==> config.mk <==
export PLATFORM = sky130hd
export DESIGN_NAME = fetchflare_arbiter
export DESIGN_NICKNAME = d
export VERILOG_FILES = /design/src/rtl/hpdcache_pkg.sv /design/src/rtl/hwpf_stride_pkg.sv /design/src/rtl/fetchflare_rr_arbiter.sv /design/src/rtl/fetchflare_arbiter.sv
export SDC_FILE = /design/constraint.sdc
export NUM_CORES = 1
export LEC_CHECK = 0
export ABC_AREA = 1
export CORE_MARGIN = 1
export CORE_UTILIZATION = 31
export DETAILED_ROUTE_END_ITERATION = 12
export PLACE_DENSITY = 0.7
export SLEW_MARGIN = 15
export SYNTH_ARGS = -nofsm -noshare
export SYNTH_HDL_FRONTEND = slang
export SYNTH_SLANG_ARGS = --single-unit
==> constraint.sdc <==
create_clock -name clk_i -period 7.04 [get_ports clk_i]
set_input_delay 0.704 -clock clk_i [delete_from_list [all_inputs] [get_ports clk_i]]
set_output_delay 0.704 -clock clk_i [all_outputs]
set_load 0.03 [all_outputs]
==> src/rtl/hpdcache_pkg.sv <==
// rtl/hpdcache_pkg.sv - dcache request/response types shared by dcache clients
package hpdcache_pkg;

    localparam int HPDCACHE_REQ_TRANS_ID_WIDTH = 6;

    typedef logic [HPDCACHE_REQ_TRANS_ID_WIDTH-1:0] hpdcache_req_tid_t;

    typedef struct packed {
        logic [31:0]       addr;
        logic [1:0]        op;
        hpdcache_req_tid_t tid;
        logic              need_rsp;
    } hpdcache_req_t;

    typedef struct packed {
        logic [31:0]       rdata;
        hpdcache_req_tid_t tid;
        logic              error;
    } hpdcache_rsp_t;

endpackage

==> src/rtl/hwpf_stride_pkg.sv <==
// rtl/hwpf_stride_pkg.sv - prefetcher-side constants and engine id type
package hwpf_stride_pkg;

    localparam int FETCHFLARE_MAX_ENGINES  = 8;
    localparam int FETCHFLARE_MAX_INFLIGHT = 8;

    typedef logic [$clog2(FETCHFLARE_MAX_ENGINES)-1:0] fetchflare_eng_id_t;

endpackage

==> src/rtl/fetchflare_rr_arbiter.sv <==
// rtl/fetchflare_rr_arbiter.sv - combinational round-robin selector
// Purpose: picks the first set bit of req starting just after ptr, wrapping.
// Ports:
//   req   - request vector, one bit per requester
//   ptr   - index of the last granted requester
//   grant - one-hot grant (zero when no request)
//   idx   - index of the granted requester (zero when no request)
module fetchflare_rr_arbiter
    import hwpf_stride_pkg::*;
#(
    parameter int NUM_REQ = 4
) (
    input  logic [NUM_REQ-1:0] req,
    input  fetchflare_eng_id_t ptr,
    output logic [NUM_REQ-1:0] grant,
    output fetchflare_eng_id_t idx
);

    localparam int IW = $clog2(NUM_REQ);

    logic          found;
    logic [IW-1:0] cand;

    // Walk ptr+1 .. ptr+NUM_REQ so the last grantee gets lowest priority.
    always_comb begin
        found = 1'b0;
        cand  = '0;
        grant = '0;
        idx   = '0;
        for (int i = 1; i <= NUM_REQ; i++) begin
            cand = IW'((int'(ptr) + i) % NUM_REQ);
            if (!found && req[cand]) begin
                found       = 1'b1;
                grant[cand] = 1'b1;
                idx         = fetchflare_eng_id_t'(cand);
            end
        end
    end

endmodule

==> src/rtl/fetchflare_arbiter.sv <==
// rtl/fetchflare_arbiter.sv - shares one dcache port among prefetch engines
// Purpose: round-robin arbitration into a one-entry request register, inflight
// accounting against MAX_INFLIGHT, and combinational response routing by tid.
// Ports:
//   clk_i, rst_i                              - clock, sync active-high reset
//   eng_req_valid_i/eng_req_ready_o/eng_req_i - per-engine request channel
//   eng_rsp_valid_o/eng_rsp_o                 - per-engine strobe, shared payload
//   hpdcache_req_valid_o/ready_i/req_o        - shared dcache request port
//   hpdcache_rsp_valid_i/rsp_i                - dcache response port
//   inflight_o, busy_o, error_o               - status
module fetchflare_arbiter
    import hpdcache_pkg::*;
    import hwpf_stride_pkg::*;
#(
    parameter int NUM_ENGINES  = 4,
    parameter int MAX_INFLIGHT = FETCHFLARE_MAX_INFLIGHT
) (
    input  logic                   clk_i,
    input  logic                   rst_i,
    input  logic [NUM_ENGINES-1:0] eng_req_valid_i,
    output logic [NUM_ENGINES-1:0] eng_req_ready_o,
    input  hpdcache_req_t          eng_req_i [NUM_ENGINES],
    output logic [NUM_ENGINES-1:0] eng_rsp_valid_o,
    output hpdcache_rsp_t          eng_rsp_o,
    output logic                   hpdcache_req_valid_o,
    input  logic                   hpdcache_req_ready_i,
    output hpdcache_req_t          hpdcache_req_o,
    input  logic                   hpdcache_rsp_valid_i,
    input  hpdcache_rsp_t          hpdcache_rsp_i,
    output logic [7:0]             inflight_o,
    output logic                   busy_o,
    output logic                   error_o
);

    localparam int IW = $clog2(NUM_ENGINES);

    generate
        if (IW > HPDCACHE_REQ_TRANS_ID_WIDTH) begin : g_tid_too_narrow
            $error("fetchflare_arbiter: engine index does not fit in dcache tid");
        end
        if (NUM_ENGINES < 2 || NUM_ENGINES > FETCHFLARE_MAX_ENGINES) begin : g_bad_engines
            $error("fetchflare_arbiter: NUM_ENGINES out of range");
        end
        if (MAX_INFLIGHT < 1 || MAX_INFLIGHT > 255) begin : g_bad_inflight
            $error("fetchflare_arbiter: MAX_INFLIGHT out of range");
        end
    endgenerate

    typedef enum logic {
        ST_EMPTY,
        ST_HELD
    } state_t;

    state_t             state_q;
    hpdcache_req_t      req_q;
    logic [7:0]         inflight_q;
    fetchflare_eng_id_t ptr_q;
    logic               error_q;

    logic [NUM_ENGINES-1:0] rr_grant;
    fetchflare_eng_id_t     rr_idx;
    logic [IW-1:0]          sel;
    hpdcache_req_t          grant_req;
    logic                   held;
    logic                   handshake;
    logic                   room;
    logic                   accept;
    logic                   rsp_spurious;
    logic                   rsp_bad_tid;
    logic                   rsp_error;

    fetchflare_rr_arbiter #(
        .NUM_REQ (NUM_ENGINES)
    ) u_rr (
        .req   (eng_req_valid_i),
        .ptr   (ptr_q),
        .grant (rr_grant),
        .idx   (rr_idx)
    );

    assign held      = (state_q == ST_HELD);
    assign handshake = held && hpdcache_req_ready_i;

    // The held entry counts against the limit: it becomes inflight as soon as
    // the dcache takes it, and a new accept refills the register that cycle.
    assign room = ({1'b0, inflight_q} + {8'b0, held}) < 9'(MAX_INFLIGHT);

    // Reset gates acceptance so nothing is granted into a register being cleared.
    assign accept = !rst_i && (!held || hpdcache_req_ready_i) && room
                    && (|eng_req_valid_i);

    assign eng_req_ready_o = accept ? rr_grant : '0;

    assign sel = IW'(rr_idx);

    always_comb begin
        grant_req     = eng_req_i[sel];
        grant_req.tid = hpdcache_req_tid_t'(rr_idx);
    end

    // A response with nothing outstanding cannot belong to any engine, so it
    // is dropped like an out-of-range tid.
    assign rsp_spurious = (inflight_q == 8'd0);
    assign rsp_bad_tid  = (int'(hpdcache_rsp_i.tid) >= NUM_ENGINES);
    assign rsp_error    = hpdcache_rsp_valid_i && (rsp_spurious || rsp_bad_tid);

    always_comb begin
        eng_rsp_valid_o = '0;
        for (int i = 0; i < NUM_ENGINES; i++) begin
            eng_rsp_valid_o[i] = hpdcache_rsp_valid_i && !rsp_spurious
                                 && (hpdcache_rsp_i.tid == hpdcache_req_tid_t'(i));
        end
    end

    assign eng_rsp_o = hpdcache_rsp_i;

    always_ff @(posedge clk_i) begin
        if (rst_i) begin
            state_q    <= ST_EMPTY;
            req_q      <= '0;
            inflight_q <= 8'd0;
            ptr_q      <= fetchflare_eng_id_t'(NUM_ENGINES - 1);
            error_q    <= 1'b0;
        end else begin
            case (state_q)
                ST_EMPTY: if (accept) state_q <= ST_HELD;
                ST_HELD:  if (handshake && !accept) state_q <= ST_EMPTY;
                default:  state_q <= ST_EMPTY;
            endcase

            if (accept) begin
                req_q <= grant_req;
                ptr_q <= rr_idx;
            end

            // Simultaneous issue and return cancel out.
            if (handshake && !hpdcache_rsp_valid_i) begin
                inflight_q <= inflight_q + 8'd1;
            end else if (!handshake && hpdcache_rsp_valid_i && !rsp_spurious) begin
                inflight_q <= inflight_q - 8'd1;
            end

            if (rsp_error) begin
                error_q <= 1'b1;
            end
        end
    end

    assign hpdcache_req_valid_o = held;
    assign hpdcache_req_o       = req_q;
    assign inflight_o           = inflight_q;
    assign busy_o               = held || (inflight_q != 8'd0);
    assign error_o              = error_q;

endmodule

==> metrics.csv <==
metric;value;unit
outcome;complete, no violations;
highest routed layer;met4;
Post-Route WL;14.74;mm
Data arrival, critical path;3.28;ns
sequential share of the synthesized area;20.37;%
WP buf/inv;5;
DR WL/cell;12.51;µm
Avg Synthesized Cell Area;5.698;µm²
CTS Buf Count;5;
root buffer cell;clkbuf_16;
Synth Area in Adders;4.054;%
Max stage delay on crit path;0.73;ns
most frequent cells after synthesis;inv_1, nand3_1, nand2_1;
first-pass GRT wire length;23.47;mm
Clk pin slew, worst setup/hold paths;0.07;ns
DR DRC count;0;
Post-DRT Antenna Nets;0;
H-tree depth;2;
critical path data required time;6.34;ns
gr ovfl total;0;
Initial Util;31.67;%
Via Count;5340;
Slew Limit Fails;0;
asr flop ratio synth;0;%
CTS max path bufs;2;
post-synthesis cell count;845;
Post-synth top flop;dfxtp_1;
post-CTS resize count;0;
Largest delay share family, worst path;buffers and inverters;
Synth Register Bits;49;
synth top area cells;dfxtp_1, nand3_1, inv_1, nand2_1, buf_4;
Site Rows;45;
Yosys warning total;0;
DRT met1 WL;6.364;mm
Setup crit end kind;output port;
mux share of post-synthesis cell area;0;%
count leader, synth;inv_1;
critical path peak fanout;13;
final period utilization;56.62;%
share of cells above drive strength 1;3.030;%
Synth Area in Compound Gates;4.704;%
largest net degree at the start of global routing;72;
nets;1215;
n_diodes;0;
Peak VDD IR;0.0002998;V
Synth Area in XOR/XNOR;0.9096;%
worst path cell trace;inv_6 -> ha_1 -> inv_2 -> nand3_1 -> nand2_4 -> nor2_8 -> nand2_1 -> inv_1 -> nand2_1 -> a31o_2 -> inv_1 -> clkdlybuf4s50_1;
Post-Synthesis Cell Area;0.004815;mm²
vias per std cell;4.533;
Core Area;0.01520;mm²
Yosys top cell area share;20.37;%
post-synth top area cell;dfxtp_1;
Min Hold Slack;0.4505;ns
Tmin final;3.986;ns
met2 WL post-DR;6.939;mm
Die Area;0.01603;mm²
initial antenna violation count;0;
Worst path slowest cell;dfxtp_1;
Slew @ Worst Pin;0.8451;ns
Clk Latency, worst-skew pair;0.30;ns
DP HPWL;10.61;mm
width of the die;126.6;µm
Lkg Pwr;0.003569;µW
total setup buffers inserted after CTS;0;
CTS Sinks;49;
CTS tree;yes;
slew margin rel.;43.66;%
Die Ht;126.6;µm
Post-Synth Simple-Gate Area;41.92;%
EDFF count, synth;0;
met3 WL;1.156;mm
final setup violation count;0;
Startpoint Class;flop;
GRT Total Usage;18.47;%
DR iter-0 viols;236;
vias in the first global route;4717;
Hold Fails Final Rpt;0;
Final GP Congestion;0.8119;
Synth cell types;39;
Layout area overhead;41.92;%
Pre-antenna DRT Iters;4;
RSZ-0062 raised after global routing;false;
PortBufs;215;
Max Freq;0.2509;GHz
skew final;0.003984;ns
worst hold-check path type;reg2reg;
largest family of logic cells by synthesized area;simple AND/OR/NAND/NOR gates;
Power Dens Cells;449.7;mW/mm²
setup TNS;0;ns
max cap viols;0;
hold_buf cts;0;
I/O pins;310;
Crit Path Class;reg2out;
[per-layer routing]
layer | GRT usage [%] | vias to the layer above
met1 | 22.31 | 2317
met5 | 0 | -
met3 | 5.356 | 23
met4 | 5.670 | 0
met2 | 31.56 | 195
li1 | - | 2805
[sequential cells by signal (all words and copies together), names as in the netlist]
register / cells
hpdcache_req_o: 37
inflight_o: 8
ptr_q: 2
error_o: 1
hpdcache_req_valid_o: 1
[area by class of cell]
class                           instances  area, µm²
Clock buffer                            7      152.6
Clock inverter                          1      5.005
Fill cell                            1622       8369
Inverter                              205      777.0
Multi-Input combinational cell        509       2505
Sequential cell                        49      980.9
Tap cell                              188      235.2
Timing Repair Buffer                  219       2177
[worst reg2reg max path: cells and delay by family, from the launching register on]
| family | cells | cell delay [ns] |
|---|---|---|
| buf+inv | 4 | 0.53 |
| simple gates | 10 | 1.48 |
| flops | 1 | 0.73 |
| fa+ha+maj | 1 | 0.41 |
[per-stage QoR]
step	utilization (%)	worst slack (ns)	cells	instance area [µm²]	power (µW)
6_report	44.95	3.054	1178	6833	3073
5_1_grt	44.95	2.813	1178	6833	3394
4_1_cts	44.95	3.009	1178	6833	3124
3_5_place_dp	43.91	3.040	1170	6675	2844
3_3_place_gp	43.91	3.098	1170	6675	2825
2_1_floorplan	-	4.120	848	4826	2296
[cells in the final DEF (no fill, tap or decap), types with 2 or more instances in the layout]
cell and count:
inv_1 201, nor2_1 80, conb_1 4, ha_1 14, clkbuf_16 5, nor3_1 3, nand2_2 3, buf_4 4
o21ai_0 11, nand4_1 4, o211ai_1 2, nor4_1 4, clkbuf_8 2, dfxtp_1 49, nand3_1 187, xnor2_1 4
nand2_1 157, o21ai_1 2, clkdlybuf4s50_1 214, a21oi_1 15, nand2_4 3, inv_2 2, a22oi_1 3
[report_power, final]
group          switching, µW  leakage (µW)  internal (µW)
registers               83.9      0.000402            388
clock network            110     0.0000799            151
logic                   1530       0.00309            812
total                   1720       0.00357           1350
[cell families after synthesis]
kind of cell | Yosys count
buf+inv | 290
xor+xnor | 5
fa+ha+maj | 15
simple gates | 447
compound gates | 38
flops | 49
other cells | 1
[worst paths after layout]
path	startpoint	end	slack, ns	cells after the start
worst min-delay path	error_o$_SDFFE_PP0P_	error_o$_SDFFE_PP0P_	0.45	2
worst max-delay path	ptr_q[0]$_SDFFE_PP1P_	eng_req_ready_o[1]	3.05	12
worst min register to register	error_o$_SDFFE_PP0P_	error_o$_SDFFE_PP0P_	0.45	2
worst max register to register	ptr_q[0]$_SDFFE_PP1P_	hpdcache_req_o[8]$_SDFFE_PP0P_	3.79	15
(Power assumes the default switching activity.)
